## src/rtl/framer_pkg.sv

```systemverilog
// Shared types and constants for the ADC sample framer: FSM encoding and
// statistics width, plus the saturating counter helper.
package framer_pkg;

    localparam int STAT_W = 16;

    typedef enum logic [1:0] {
        ST_IDLE   = 2'd0,
        ST_RUN    = 2'd1,
        ST_FINISH = 2'd2
    } framer_state_t;

    function automatic logic [STAT_W-1:0] sat_inc(input logic [STAT_W-1:0] value);
        return (&value) ? value : value + STAT_W'(1);
    endfunction

endpackage

```

## src/rtl/sync_fifo.sv

```systemverilog
// Single-clock FIFO with a registered output stage; total capacity is DEPTH
// words (output register plus DEPTH-1 words in the backing memory).
module sync_fifo #(
    parameter int WIDTH = 33,
    parameter int DEPTH = 16
) (
    input  logic             clk,
    input  logic             rst,
    input  logic             wr_valid,
    input  logic [WIDTH-1:0] wr_data,
    output logic             full,
    output logic             empty,
    input  logic             rd_ready,
    output logic             rd_valid,
    output logic [WIDTH-1:0] rd_data
);

    localparam int            PTR_W   = $clog2(DEPTH);
    localparam logic [PTR_W:0] MEM_MAX = (PTR_W + 1)'(DEPTH - 1);

    logic [WIDTH-1:0] mem [DEPTH];
    logic [PTR_W-1:0] wr_ptr;
    logic [PTR_W-1:0] rd_ptr;
    logic [PTR_W:0]   mem_cnt;

    logic pop;
    logic load_out;
    logic wr_ok;
    logic mem_rd;
    logic mem_wr;
    logic bypass;

    assign pop      = rd_valid & rd_ready;
    assign full     = rd_valid && (mem_cnt == MEM_MAX);
    assign empty    = ~rd_valid;
    // A pop in the same cycle frees a slot, so a write to a full FIFO still lands.
    assign wr_ok    = wr_valid & (~full | pop);
    assign load_out = ~rd_valid | rd_ready;
    assign mem_rd   = load_out && (mem_cnt != '0);
    assign bypass   = load_out && (mem_cnt == '0) && wr_ok;
    assign mem_wr   = wr_ok & ~bypass;

    always_ff @(posedge clk or posedge rst) begin
        if (rst) begin
            wr_ptr   <= '0;
            rd_ptr   <= '0;
            mem_cnt  <= '0;
            rd_valid <= 1'b0;
            rd_data  <= '0;
        end else begin
            if (mem_wr) wr_ptr <= wr_ptr + 1'b1;
            if (mem_rd) rd_ptr <= rd_ptr + 1'b1;
            case ({mem_wr, mem_rd})
                2'b10:   mem_cnt <= mem_cnt + 1'b1;
                2'b01:   mem_cnt <= mem_cnt - 1'b1;
                default: mem_cnt <= mem_cnt;
            endcase
            if (load_out) begin
                rd_valid <= mem_rd | bypass;
                if (mem_rd)      rd_data <= mem[rd_ptr];
                else if (bypass) rd_data <= wr_data;
            end
        end
    end

    // NOTE: storage has no reset; the pointers and count already make stale
    // contents unreachable, and a reset-free array maps onto RAM.
    always_ff @(posedge clk) begin
        if (mem_wr) mem[wr_ptr] <= wr_data;
    end

endmodule

```

## src/rtl/axis_sample_framer.sv

```systemverilog
// Packs pairs of ADC samples into 2*DATA_W words, tags every FRAME_WORDS-th
// word with tlast and buffers them towards DMA, keeping drop/frame statistics.
module axis_sample_framer
    import framer_pkg::*;
#(
    parameter int DATA_W      = 16,
    parameter int FRAME_WORDS = 256,
    parameter int FIFO_DEPTH  = 16
) (
    input  logic                axis_aclk,
    input  logic                axis_areset,
    input  logic                s_axis_tvalid,
    input  logic [DATA_W-1:0]   s_axis_tdata,
    output logic                s_axis_tready,
    output logic                m_axis_tvalid,
    output logic [2*DATA_W-1:0] m_axis_tdata,
    output logic                m_axis_tlast,
    input  logic                m_axis_tready,
    input  logic                enable,
    input  logic                clear_stats,
    output logic [STAT_W-1:0]   overflow_count,
    output logic [STAT_W-1:0]   frame_count,
    output logic                overflow_sticky,
    output logic                busy
);

    localparam int              WC_W     = $clog2(FRAME_WORDS);
    localparam logic [WC_W-1:0] LAST_IDX = WC_W'(FRAME_WORDS - 1);

    framer_state_t     state;
    framer_state_t     state_next;
    logic              phase;
    logic [DATA_W-1:0] low_half;
    logic [WC_W-1:0]   word_idx;

    logic              accept;
    logic              push;
    logic              word_last;
    logic              pop;
    logic              drop;
    logic              fifo_full;
    logic              fifo_empty;
    logic [2*DATA_W:0] fifo_wr_data;
    logic [2*DATA_W:0] fifo_rd_data;

    assign s_axis_tready = 1'b1;
    assign accept        = s_axis_tvalid && (state != ST_IDLE);
    assign push          = accept && phase;
    assign word_last     = (word_idx == LAST_IDX);
    assign pop           = m_axis_tvalid & m_axis_tready;
    assign drop          = push & fifo_full & ~pop;
    assign fifo_wr_data  = {word_last, s_axis_tdata, low_half};

    always_ff @(posedge axis_aclk or posedge axis_areset) begin
        if (axis_areset) state <= ST_IDLE;
        else             state <= state_next;
    end

    // NOTE: every always_comb output gets a default before the case so no
    // path leaves it unassigned, which would infer a latch.
    always_comb begin
        state_next = state;
        case (state)
            ST_IDLE:   if (enable) state_next = ST_RUN;
            ST_RUN:    if (!enable) state_next = (word_idx != '0) ? ST_FINISH : ST_IDLE;
            ST_FINISH: if (push && word_last) state_next = ST_IDLE;
            default:   state_next = ST_IDLE;
        endcase
    end

    // Dropped words still advance the index so frame boundaries stay aligned
    // to the sample stream; returning to IDLE discards any unpaired half.
    always_ff @(posedge axis_aclk or posedge axis_areset) begin
        if (axis_areset) begin
            phase    <= 1'b0;
            low_half <= '0;
            word_idx <= '0;
        end else if (state_next == ST_IDLE) begin
            phase    <= 1'b0;
            word_idx <= '0;
        end else begin
            if (accept) phase <= ~phase;
            if (accept && !phase) low_half <= s_axis_tdata;
            if (push) word_idx <= word_last ? '0 : word_idx + 1'b1;
        end
    end

    sync_fifo #(
        .WIDTH (2 * DATA_W + 1),
        .DEPTH (FIFO_DEPTH)
    ) u_fifo (
        .clk      (axis_aclk),
        .rst      (axis_areset),
        .wr_valid (push),
        .wr_data  (fifo_wr_data),
        .full     (fifo_full),
        .empty    (fifo_empty),
        .rd_ready (m_axis_tready),
        .rd_valid (m_axis_tvalid),
        .rd_data  (fifo_rd_data)
    );

    assign {m_axis_tlast, m_axis_tdata} = fifo_rd_data;

    // A clear in the same cycle as an overflow or frame event wins.
    always_ff @(posedge axis_aclk or posedge axis_areset) begin
        if (axis_areset) begin
            overflow_count  <= '0;
            frame_count     <= '0;
            overflow_sticky <= 1'b0;
        end else if (clear_stats) begin
            overflow_count  <= '0;
            frame_count     <= '0;
            overflow_sticky <= 1'b0;
        end else begin
            if (drop) begin
                overflow_count  <= sat_inc(overflow_count);
                overflow_sticky <= 1'b1;
            end
            if (pop && m_axis_tlast) frame_count <= frame_count + 1'b1;
        end
    end

    assign busy = (state != ST_IDLE) || !fifo_empty;

endmodule
```

## config.mk

```make
export PLATFORM = sky130hd
export DESIGN_NAME = axis_sample_framer
export DESIGN_NICKNAME = d
export VERILOG_FILES = /design/src/rtl/framer_pkg.sv /design/src/rtl/sync_fifo.sv /design/src/rtl/axis_sample_framer.sv
export SDC_FILE = /design/constraint.sdc
export NUM_CORES = 1
export LEC_CHECK = 0
export CORE_MARGIN = 2
export CORE_UTILIZATION = 35
export CTS_CLUSTER_SIZE = 40
export DETAILED_ROUTE_END_ITERATION = 6
export HOLD_SLACK_MARGIN = 0.02
export SYNTH_ARGS = -nofsm -noshare
export SYNTH_HDL_FRONTEND = slang
export SYNTH_SLANG_ARGS = --single-unit
```

## constraint.sdc

```tcl
create_clock -name axis_aclk -period 3.95 [get_ports axis_aclk]
set_input_delay 0.9875 -clock axis_aclk [delete_from_list [all_inputs] [get_ports axis_aclk]]
set_output_delay 0.9875 -clock axis_aclk [all_outputs]
set_load 0.02 [all_outputs]
```

==> reports/metrics.yaml, run 1 <==
areaGrowthSynthToFinish_pct: 18.0
ios: 91
max_cap_viol_count: 0
fin_cells: 2472
dieArea_mm2: 0.0740
place_ws_ps: 257
cts_tree: "done"
whs_ps: 512
synth_edf_count: 528
synth-main-ff-cell: "edfxtp_1"
swShare: 0.307
tightest_slew_ps: 1030
io_buffers: 89
hold_viol_final: 0
synth_area_mm2: 0.0251
min_path_type: "reg -> reg"
critPathLaunch: "m_axis_tready"
row_count: 98
syn_nets: 1374
path_class: "in -> reg"
skew_ps: 22.0
worstReg2RegEnd: "u_fifo.mem_cnt[4]$_DFFE_PP0P_"
vias_per_cell: 5.36
initial_core_util: 0.353
drtIter0Drc: 1198
vias: 13300
dp.cells: 2348
combPwrFrac: 0.249
worstSetupStartpointType: "input pin"
core_mm2: 0.0712
power.density_mw_per_mm2: 689
crit_fanout: 8
diodes: 0
setup_violations: 0
slew_headroom: 0.313
syn_area_per_cell_um2: 18.8
cp-end-kind: "flip-flop"
cts.sinks: 635
syn-instance-count: 1339
endpoint: "u_fifo.mem_cnt[4]$_DFFE_PP0P_"
clk_pin_slew_ps: 60
finalWirelength_um: 58100
die_h_um: 272
cp.required_ps: 4480
routabilityCongestion: 0.780
seq_area_frac_synth: 0.738
grtUsageTotal: 0.158
synth-seq-cells: 635
post_drt_wl_per_cell_um: 23.5
final_cell_mix: "528 x edfxtp_1, 124 x mux4_2, 104 x dfrtp_1"
worst_slack_ps: 831
overflow: 0
rsz0062_at_grt: "no"
timing.rr.start: "u_fifo.mem_cnt[1]$_DFFE_PP0P_"
async_flop_share: 0.169
drv_slew: 0
numCtsBuffers: 68
die_width_um: 272
switchingPower_uw: 6280
drive_above_1_share: 0.220
clockRootBuffer: "clkbuf_16"
synth_warnings: 0
cts_resized: 0
clock.fmax_ghz: 0.321
cts_setup_buffers: 0
seq_power_share: 0.444
status: "completed"
nets: 1503
internal_power_uw: 14200
fin_crit_ps: 3120
min-delay-start: "overflow_sticky$_DFFE_PP0P_"
hold_buffers: 0
clock_path_buffers: 3
htreeDepth: 3
leakage_uw: 0.00970
final_common_cell: "edfxtp_1"
grt_max_degree: 94
antenna_found_initial: 0
first_global_vias: 13500
ir_worst_vdd_v: 0.000422
finalCritPeriodShare: 0.790
crit_arrival_ps: 3650
grt_first_pass_wirelength_um: 87300
finalPower_uw: 20400
dr.pass1.iters: 5
drc: 0
reg2reg_setup_slack_ps: 870
worstRegToRegCells: 12
yosysUniqueCellTypes: 64
hpwl_um: 34500
detail-route-antenna-nets: 0
clk_latency_ps: 610
clkPwrFrac: 0.307
flip-flops by register name (all words and copies together), names as in the netlist:
name and flops:
u_fifo.mem 528, u_fifo.rd_data 33, frame_count 16, low_half 16
overflow_count 16, word_idx 8, u_fifo.mem_cnt 5, u_fifo.rd_ptr 4
u_fifo.wr_ptr 4, state 2, overflow_sticky 1, phase 1
u_fifo.rd_valid 1
final cells by class:
| type | instances | area, µm² |
|---|---|---|
| Fill cell | 6184 | 41600 |
| Timing Repair Buffer | 135 | 1440 |
| Tap cell | 950 | 1190 |
| Clock buffer | 91 | 1860 |
| Sequential cell | 635 | 18500 |
| Clock inverter | 33 | 355 |
| Inverter | 17 | 66.3 |
| Multi-Input combinational cell | 611 | 6210 |
layer usage:
| metal | vias up | track usage | share of wire |
|---|---|---|---|
| met5 | - | 0 | 0 |
| met4 | 0 | 0.0528 | 0.027 |
| met3 | 94 | 0.0244 | 0.052 |
| met2 | 401 | 0.249 | 0.47 |
| met1 | 7018 | 0.226 | 0.45 |
| li1 | 5740 | - | - |
synthesized netlist by cell type (all sizes together), types with 6 or more instances:
library cell | instances | area share
nand2 | 26 | 0.0039
o21ai | 17 | 0.0040
ha | 13 | 0.0065
and4 | 8 | 0.0028
nand4 | 12 | 0.0030
a21oi | 24 | 0.0048
nand2b | 8 | 0.0020
nor2 | 58 | 0.0088
xor2 | 10 | 0.0035
mux2i | 18 | 0.0072
buf | 46 | 0.011
mux4 | 124 | 0.11
and2 | 12 | 0.0030
a221o | 25 | 0.010
nor3 | 44 | 0.0092
edfxtp | 528 | 0.63
nor2b | 7 | 0.0017
or3 | 11 | 0.0027
nand3 | 24 | 0.0048
or2 | 6 | 0.0015
a221oi | 16 | 0.0056
dfrtp | 107 | 0.11
inv | 17 | 0.0025
o22ai | 51 | 0.013
clkbuf | 30 | 0.0045
xnor2 | 25 | 0.0087
mux2 | 26 | 0.012
through the flow:
stage                      util  instance area [µm²]  setup TNS, ps
final                     0.416                29700              0
after global routing      0.416                29700              0
after CTS                 0.416                29700              0
after detailed placement  0.385                27400              0
after global placement    0.385                27400              0
after floorplan               -                25100        -105060
power by group through the flow:
| stage | clock [µW] | sequential (µW) | combinational, µW |
|---|---|---|---|
| after floorplan | 0 | 8860 | 3490 |
| after global placement | 0 | 9170 | 5120 |
| after detailed placement | 0 | 9230 | 5140 |
| after CTS | 6410 | 9100 | 5170 |
| after global routing | 6670 | 9180 | 5460 |
| final | 6270 | 9080 | 5090 |
logic make-up (layout without fill, tap and decap cells):
kind of cell / count (synthesis) / in the layout / share of synthesized area
buffers and inverters: 93 / 276 / 0.0179
other: 1 / 1 / 0.000149
DFF: 635 / 635 / 0.738
xor gates and xnor gates: 35 / 35 / 0.0122
and+or+nand+nor: 237 / 237 / 0.0504
muxes: 168 / 168 / 0.130
AOI/OAI and AO/OA: 157 / 157 / 0.0454
adders and majority gates: 13 / 13 / 0.00647
how the worst min path moves through the flow:
stage                     depth (start not counted)  slack [ps]                     endpoint
after floorplan                                   1         480      word_idx[7]$_DFFE_PP0P_
after global placement                            2         490  overflow_sticky$_DFFE_PP0P_
after detailed placement                          2         500  overflow_sticky$_DFFE_PP0P_
after CTS                                         2         510  overflow_sticky$_DFFE_PP0P_
after global routing                              2         530  overflow_sticky$_DFFE_PP0P_
final                                             2         510  overflow_sticky$_DFFE_PP0P_
critical path: stages:
cell,delay [ps]
clkdlybuf4s50_1,520
nor2b_1,250
nor3_2,70
nor3_2,240
inv_1,100
ha_1,320
xor2_1,180
ha_1,230
o21a_1,180
o21ai_0,150
nand3b_1,90
a21oi_1,170
xor2_1,150
(Power assumes the default switching activity.)
==> run 2, diff against run 1 <==
==> constraint.sdc (replaced) <==
create_clock -name axis_aclk -period 3.03 [get_ports axis_aclk]
set_input_delay 0.7575 -clock axis_aclk [delete_from_list [all_inputs] [get_ports axis_aclk]]
set_output_delay 0.7575 -clock axis_aclk [all_outputs]
set_load 0.02 [all_outputs]
==> reports/metrics.yaml, run 2 (synthesis gave the netlist of run 1 again) <==
clockRootBuffer: "clkbuf_16"
timing.rr.start: "u_fifo.mem_cnt[1]$_DFFE_PP0P_"
cts_setup_buffers: 0  # unchanged
setup_violations: 0  # unchanged
die_width_um: 272  # unchanged
clk_pin_slew_ps: 60  # about the same
finish.utilization: 0.425  # +0.00841
clock_path_buffers: 3  # unchanged
rsz0062_at_grt: "no"
min_path_type: "reg -> reg"
largest_register_ffs: 528  # unchanged
crit_fanout: 5  # -3
dr.pass1.iters: 5  # unchanged
drtIter0Drc: 1107  # -7.6%
nets: 1544  # +2.7%
row_count: 98  # unchanged
fin_crit_ps: 2770
cts_tree: "done"
leakage_uw: 0.00996  # +2.7%
areaGrowthSynthToFinish_pct: 20.4
drive_above_1_share: 0.242  # +0.0217
min-delay-start: "u_fifo.rd_data[29]$_DFFE_PP0P_"
vias: 13400  # +1.2%
ir_worst_vdd_v: 0.000414  # -1.8%
final_common_cell: "edfxtp_1"
numCtsBuffers: 68  # unchanged
worst_slack_ps: 259  # -572 ps
post_drt_wl_per_cell_um: 23.4  # -0.40%
worstReg2RegEnd: "u_fifo.mem_cnt[4]$_DFFE_PP0P_"
crit_path_frequent_cell: "xor2_1"
tightest_slew_ps: 818  # -212 ps
skew_ps: 28.5  # +6.47 ps
clock.fmax_ghz: 0.361
cp-end-kind: "flip-flop"
worstSetupStartpointType: "flip-flop"
cp.required_ps: 3540  # -940 ps
final_cell_mix: "528 x edfxtp_1, 124 x mux4_2, 104 x dfrtp_1"
cp_top_family: "simple AND/OR/NAND/NOR gates"
crit_chain: "or4_4 > nor3_2 > nor3_4 > inv_1 > ha_1 > xor2_1 > ha_2 > a31oi_1 > or2_2 > a21oi_2 > xor2_1"
first_global_vias: 13800  # +2.5%
diodes: 0  # unchanged
cts.sinks: 635  # unchanged
drv_slew: 0  # unchanged
clk_latency_ps: 610  # about the same
core_mm2: 0.0712  # unchanged
worstRegToRegCells: 11  # -1
cts_resized: 0  # unchanged
crit_arrival_ps: 3280  # -370 ps
max_cap_viol_count: 0  # unchanged
crit_buf_inv: 1  # -1
hpwl_um: 36400  # +5.5%
htreeDepth: 3  # unchanged
grt_first_pass_wirelength_um: 88600  # +1.5%
overflow: 0  # unchanged
finalWirelength_um: 58800  # +1.3%
power.density_mw_per_mm2: 891  # +29%
ios: 91  # unchanged
io_buffers: 89  # unchanged
crit_path_top_delay_cell: "or4_4"
holdPathStages: 1  # -1
vias_per_cell: 5.34  # -0.45%
detail-route-antenna-nets: 0  # unchanged
routabilityCongestion: 0.812  # +4.2%
reg_top3: "u_fifo.mem x528, u_fifo.rd_data x33"
initial_core_util: 0.353  # unchanged
grtUsageTotal: 0.160  # +0.00158
hold_buffers: 0  # unchanged
antenna_found_initial: 0  # unchanged
regMostFlops: "u_fifo.mem"
drc: 0  # unchanged
hold_viol_final: 0  # unchanged
status: "completed"
path_class: "reg -> reg"
place_ws_ps: -191  # -448 ps
hold_end: "u_fifo.rd_data[29]$_DFFE_PP0P_"
finalCritPeriodShare: 0.915
dieArea_mm2: 0.0740  # unchanged
slew_headroom: 0.453  # +0.140
max_stage_delay_ps: 620  # +100 ps
grt_max_degree: 55  # -41%
die_h_um: 272  # unchanged
reg2reg_setup_slack_ps: 260  # -610 ps
-- run 2: changes by cell type in the layout (fill, tap and decap cells not counted), moves of 3 or more --
cell	previous run	this run
buf_4	30	52
buf_12	16	35
nor3_2	7	2
nor3_4	0	5
clkinv_1	6	9
clkinvlp_4	1	4
inv_6	5	2
-- run 2: power by group --
group / internal [µW] / switching [µW] / total [µW] / leakage, µW
registers: 10600 / 1220 / 11800 / 0.00612
logic: 3400 / 3530 / 6930 / 0.00275
clock network: 4890 / 3340 / 8230 / 0.00109
-- run 2: worst max-delay path by stage --
stage / start / to / slack, ps / depth (start not counted)
6_report: u_fifo.mem_cnt[1]$_DFFE_PP0P_ / u_fifo.mem_cnt[4]$_DFFE_PP0P_ / 260 / 11
5_1_grt: u_fifo.mem_cnt[1]$_DFFE_PP0P_ / u_fifo.mem_cnt[4]$_DFFE_PP0P_ / 40 / 11
3_5_place_dp: m_axis_tready / u_fifo.mem_cnt[4]$_DFFE_PP0P_ / -190 / 12
2_1_floorplan: s_axis_tvalid / u_fifo.mem[4][0]$_DFFE_PP_ / -390 / 6
4_1_cts: u_fifo.rd_valid$_DFFE_PP0P_ / busy / 230 / 2
3_3_place_gp: m_axis_tready / u_fifo.mem_cnt[4]$_DFFE_PP0P_ / -160 / 12
-- run 2: final cells by class --
cell class	instances	area, µm²
clock inverter	35	355
sequential	635	18500
tap	950	1190
inverter	17	67.6
fill	6195	41000
clock buffer	89	1870
multi-input combinational	611	6250
timing repair buffer	176	1980
-- run 2: through the flow --
step           hold slack [ps]  TNS, ps  power, µW  cells  cell area (µm²)
2_1_floorplan              483   -38220      16200   1339            25200
3_3_place_gp               503     -205      18900   2389            28000
3_5_place_dp               502    -3600      19000   2389            28000
4_1_cts                    518        0      27300   2513            30300
5_1_grt                    523        0      28100   2513            30300
6_report                   511        0      27000   2513            30300
-- run 2: routing by layer --
layer  routed length (µm)  vias to the layer above  GRT usage  share of wire
met2                28100                      441      0.258           0.48
li1                     -                     5793          -              -
met5                    0                        -          0              0
met3                 3950                       93     0.0367          0.067
met4                 1350                        0     0.0447          0.023
met1                25400                     7085      0.217           0.43
==> run 3, diff against run 2 <==
--- a/config.mk
+++ b/config.mk
@@ -7,6 +7,7 @@
 export LEC_CHECK = 0
 export CORE_MARGIN = 2
 export CORE_UTILIZATION = 35
+export CTS_CLUSTER_DIAMETER = 60
 export CTS_CLUSTER_SIZE = 40
 export DETAILED_ROUTE_END_ITERATION = 6
 export HOLD_SLACK_MARGIN = 0.02
==> reports/metrics.yaml, run 3 (synthesis gave the netlist of run 1 again) <==
hold_viol_final: 0  # unchanged
reg_top3: "u_fifo.mem x528, u_fifo.rd_data x33"
ir_worst_vdd_v: 0.000469  # +13%
worstRegToRegCells: 11  # unchanged
dpl_cell_area_mm2: 0.0280  # unchanged
post_drt_wl_per_cell_um: 23.6  # +0.86%
fin_area_mm2: 0.0296  # -2.0%
fin_cells: 2465  # -1.9%
row_count: 98  # unchanged
final_common_cell: "edfxtp_1"
worstSetupStartpointType: "flip-flop"
cp.depth: 11  # unchanged
combPwrFrac: 0.274  # +0.017
crit_path_top_delay_cell: "or4_4"
drc: 0  # unchanged
regMostFlops: "u_fifo.mem"
setup_violations: 0  # unchanged
path_class: "reg -> reg"
cts_setup_buffers: 0  # unchanged
n_fill_cell: 6239  # +0.71%
min_path_type: "reg -> reg"
numCtsBuffers: 41  # -40%
crit_fanout: 5  # unchanged
crit_buf_inv: 1  # unchanged
rsz0062_at_grt: "no"
grt_first_pass_wirelength_um: 87300  # -1.4%
internal_power_uw: 17100  # -9.6%
cp_top_family: "simple AND/OR/NAND/NOR gates"
detail-route-antenna-nets: 0  # unchanged
finalCritPeriodShare: 0.912  # -0.00207
swShare: 0.324  # +0.0242
tightest_slew_ps: 841  # +23.6 ps
clk_pin_slew_ps: 90  # +30 ps
slew_headroom: 0.437  # -0.0158
cp-end-kind: "flip-flop"
multiInputGateArea_mm2: 0.00625  # unchanged
max_cap_viol_count: 0  # unchanged
whs_ps: 523  # +12.4 ps
dr.pass1.iters: 7  # +2
dieArea_mm2: 0.0740  # unchanged
crit_arrival_ps: 3270  # about the same
status: "completed"
finalWirelength_um: 58200  # -1.1%
seq_power_share: 0.467  # +0.029
drive_above_1_share: 0.232  # -0.00950
switchingPower_uw: 8180  # +1.2%
htreeDepth: 2  # -1
grtUsageTotal: 0.157  # -0.00269
cp.required_ps: 3530  # about the same
core_mm2: 0.0712  # unchanged
routabilityCongestion: 0.812  # unchanged
cts_tree: "done"
io_buffers: 89  # unchanged
finalPower_uw: 25200  # -6.4%
first_global_vias: 13500  # -2.4%
clk_latency_ps: 620  # about the same
hold_buffers: 0  # unchanged
diodes: 0  # unchanged
hpwl_um: 36400  # unchanged
clock.fmax_ghz: 0.362  # +0.23%
grt_max_degree: 55  # unchanged
final_cell_mix: "528 x edfxtp_1, 124 x mux4_2, 104 x dfrtp_1"
finish.utilization: 0.416  # -0.00855
areaGrowthSynthToFinish_pct: 18.0
dp.cells: 2389  # unchanged
largest_register_ffs: 528  # unchanged
die_h_um: 272  # unchanged
skew_ps: 45.7  # +17.2 ps
initial_core_util: 0.353  # unchanged
overflow: 0  # unchanged
vias: 13300  # -0.89%
clockRootBuffer: "clkbuf_16"
cts_resized: 0  # unchanged
drtIter0Drc: 1218  # +10%
die_width_um: 272  # unchanged
ios: 91  # unchanged
area.sequential_mm2: 0.0185  # unchanged
antenna_found_initial: 0  # unchanged
clock_path_buffers: 3  # unchanged
clkPwrFrac: 0.259  # -0.046
vias_per_cell: 5.39  # +1.0%
max_stage_delay_ps: 620  # about the same
cts.sinks: 635  # unchanged
fin_crit_ps: 2760  # -6.28 ps
nets: 1517  # -1.7%
holdPathStages: 1  # unchanged
crit_chain: "or4_4 > nor3_2 > nor3_4 > inv_1 > ha_1 > xor2_1 > ha_2 > a31oi_1 > or2_2 > a21oi_2 > xor2_1"
power.density_mw_per_mm2: 851  # -4.5%
crit_path_frequent_cell: "xor2_1"
drv_slew: 0  # unchanged
leakage_uw: 0.00963  # -3.3%
==> run 3: cell type report <==
class / count / area share
clock inverter: 31 / 0.0177
sequential: 635 / 0.625
inverter: 17 / 0.00228
clock buffer: 45 / 0.0369
timing repair buffer: 176 / 0.0668
tap: 950 / 0.0401
multi-input combinational: 611 / 0.211
==> run 3: final timing paths <==
kind,from,to,slack [ps]
setup / recovery,u_fifo.mem_cnt[1]$_DFFE_PP0P_,u_fifo.mem_cnt[4]$_DFFE_PP0P_,270
hold / removal,u_fifo.rd_data[29]$_DFFE_PP0P_,u_fifo.rd_data[29]$_DFFE_PP0P_,520
setup reg to reg,u_fifo.mem_cnt[1]$_DFFE_PP0P_,u_fifo.mem_cnt[4]$_DFFE_PP0P_,270
hold reg to reg,u_fifo.rd_data[29]$_DFFE_PP0P_,u_fifo.rd_data[29]$_DFFE_PP0P_,520
max in group asynchronous,axis_areset,u_fifo.wr_ptr[2]$_DFFE_PP0P_,1790
min in group asynchronous,axis_areset,overflow_count[6]$_DFFE_PP0P_,550
==> run 3: power groups by stage <==
stage	Sequential, µW	Combinational [µW]	Clock [µW]
floorplan	11500	4610	0
global placement	12000	6940	0
detailed placement	12000	6990	0
CTS	11800	7010	6700
global route	12000	7420	6990
finish	11800	6920	6530
==> run 3: metal layers <==
metal,vias to the layer above,routed length [µm],track usage
met5,-,0,0
met4,0,1140,0.0392
li1,5720,-,-
met2,418,28100,0.258
met3,67,3780,0.0298
met1,7088,25100,0.217
==> run 3: stage by stage <==
| step | TNS [ps] | worst slack, ps |
|---|---|---|
| 6_report | 0 | 265 |
| 5_1_grt | 0 | 37.5 |
| 4_1_cts | 0 | 231 |
| 3_5_place_dp | -3600 | -191 |
| 3_3_place_gp | -205 | -155 |
| 2_1_floorplan | -38220 | -386 |
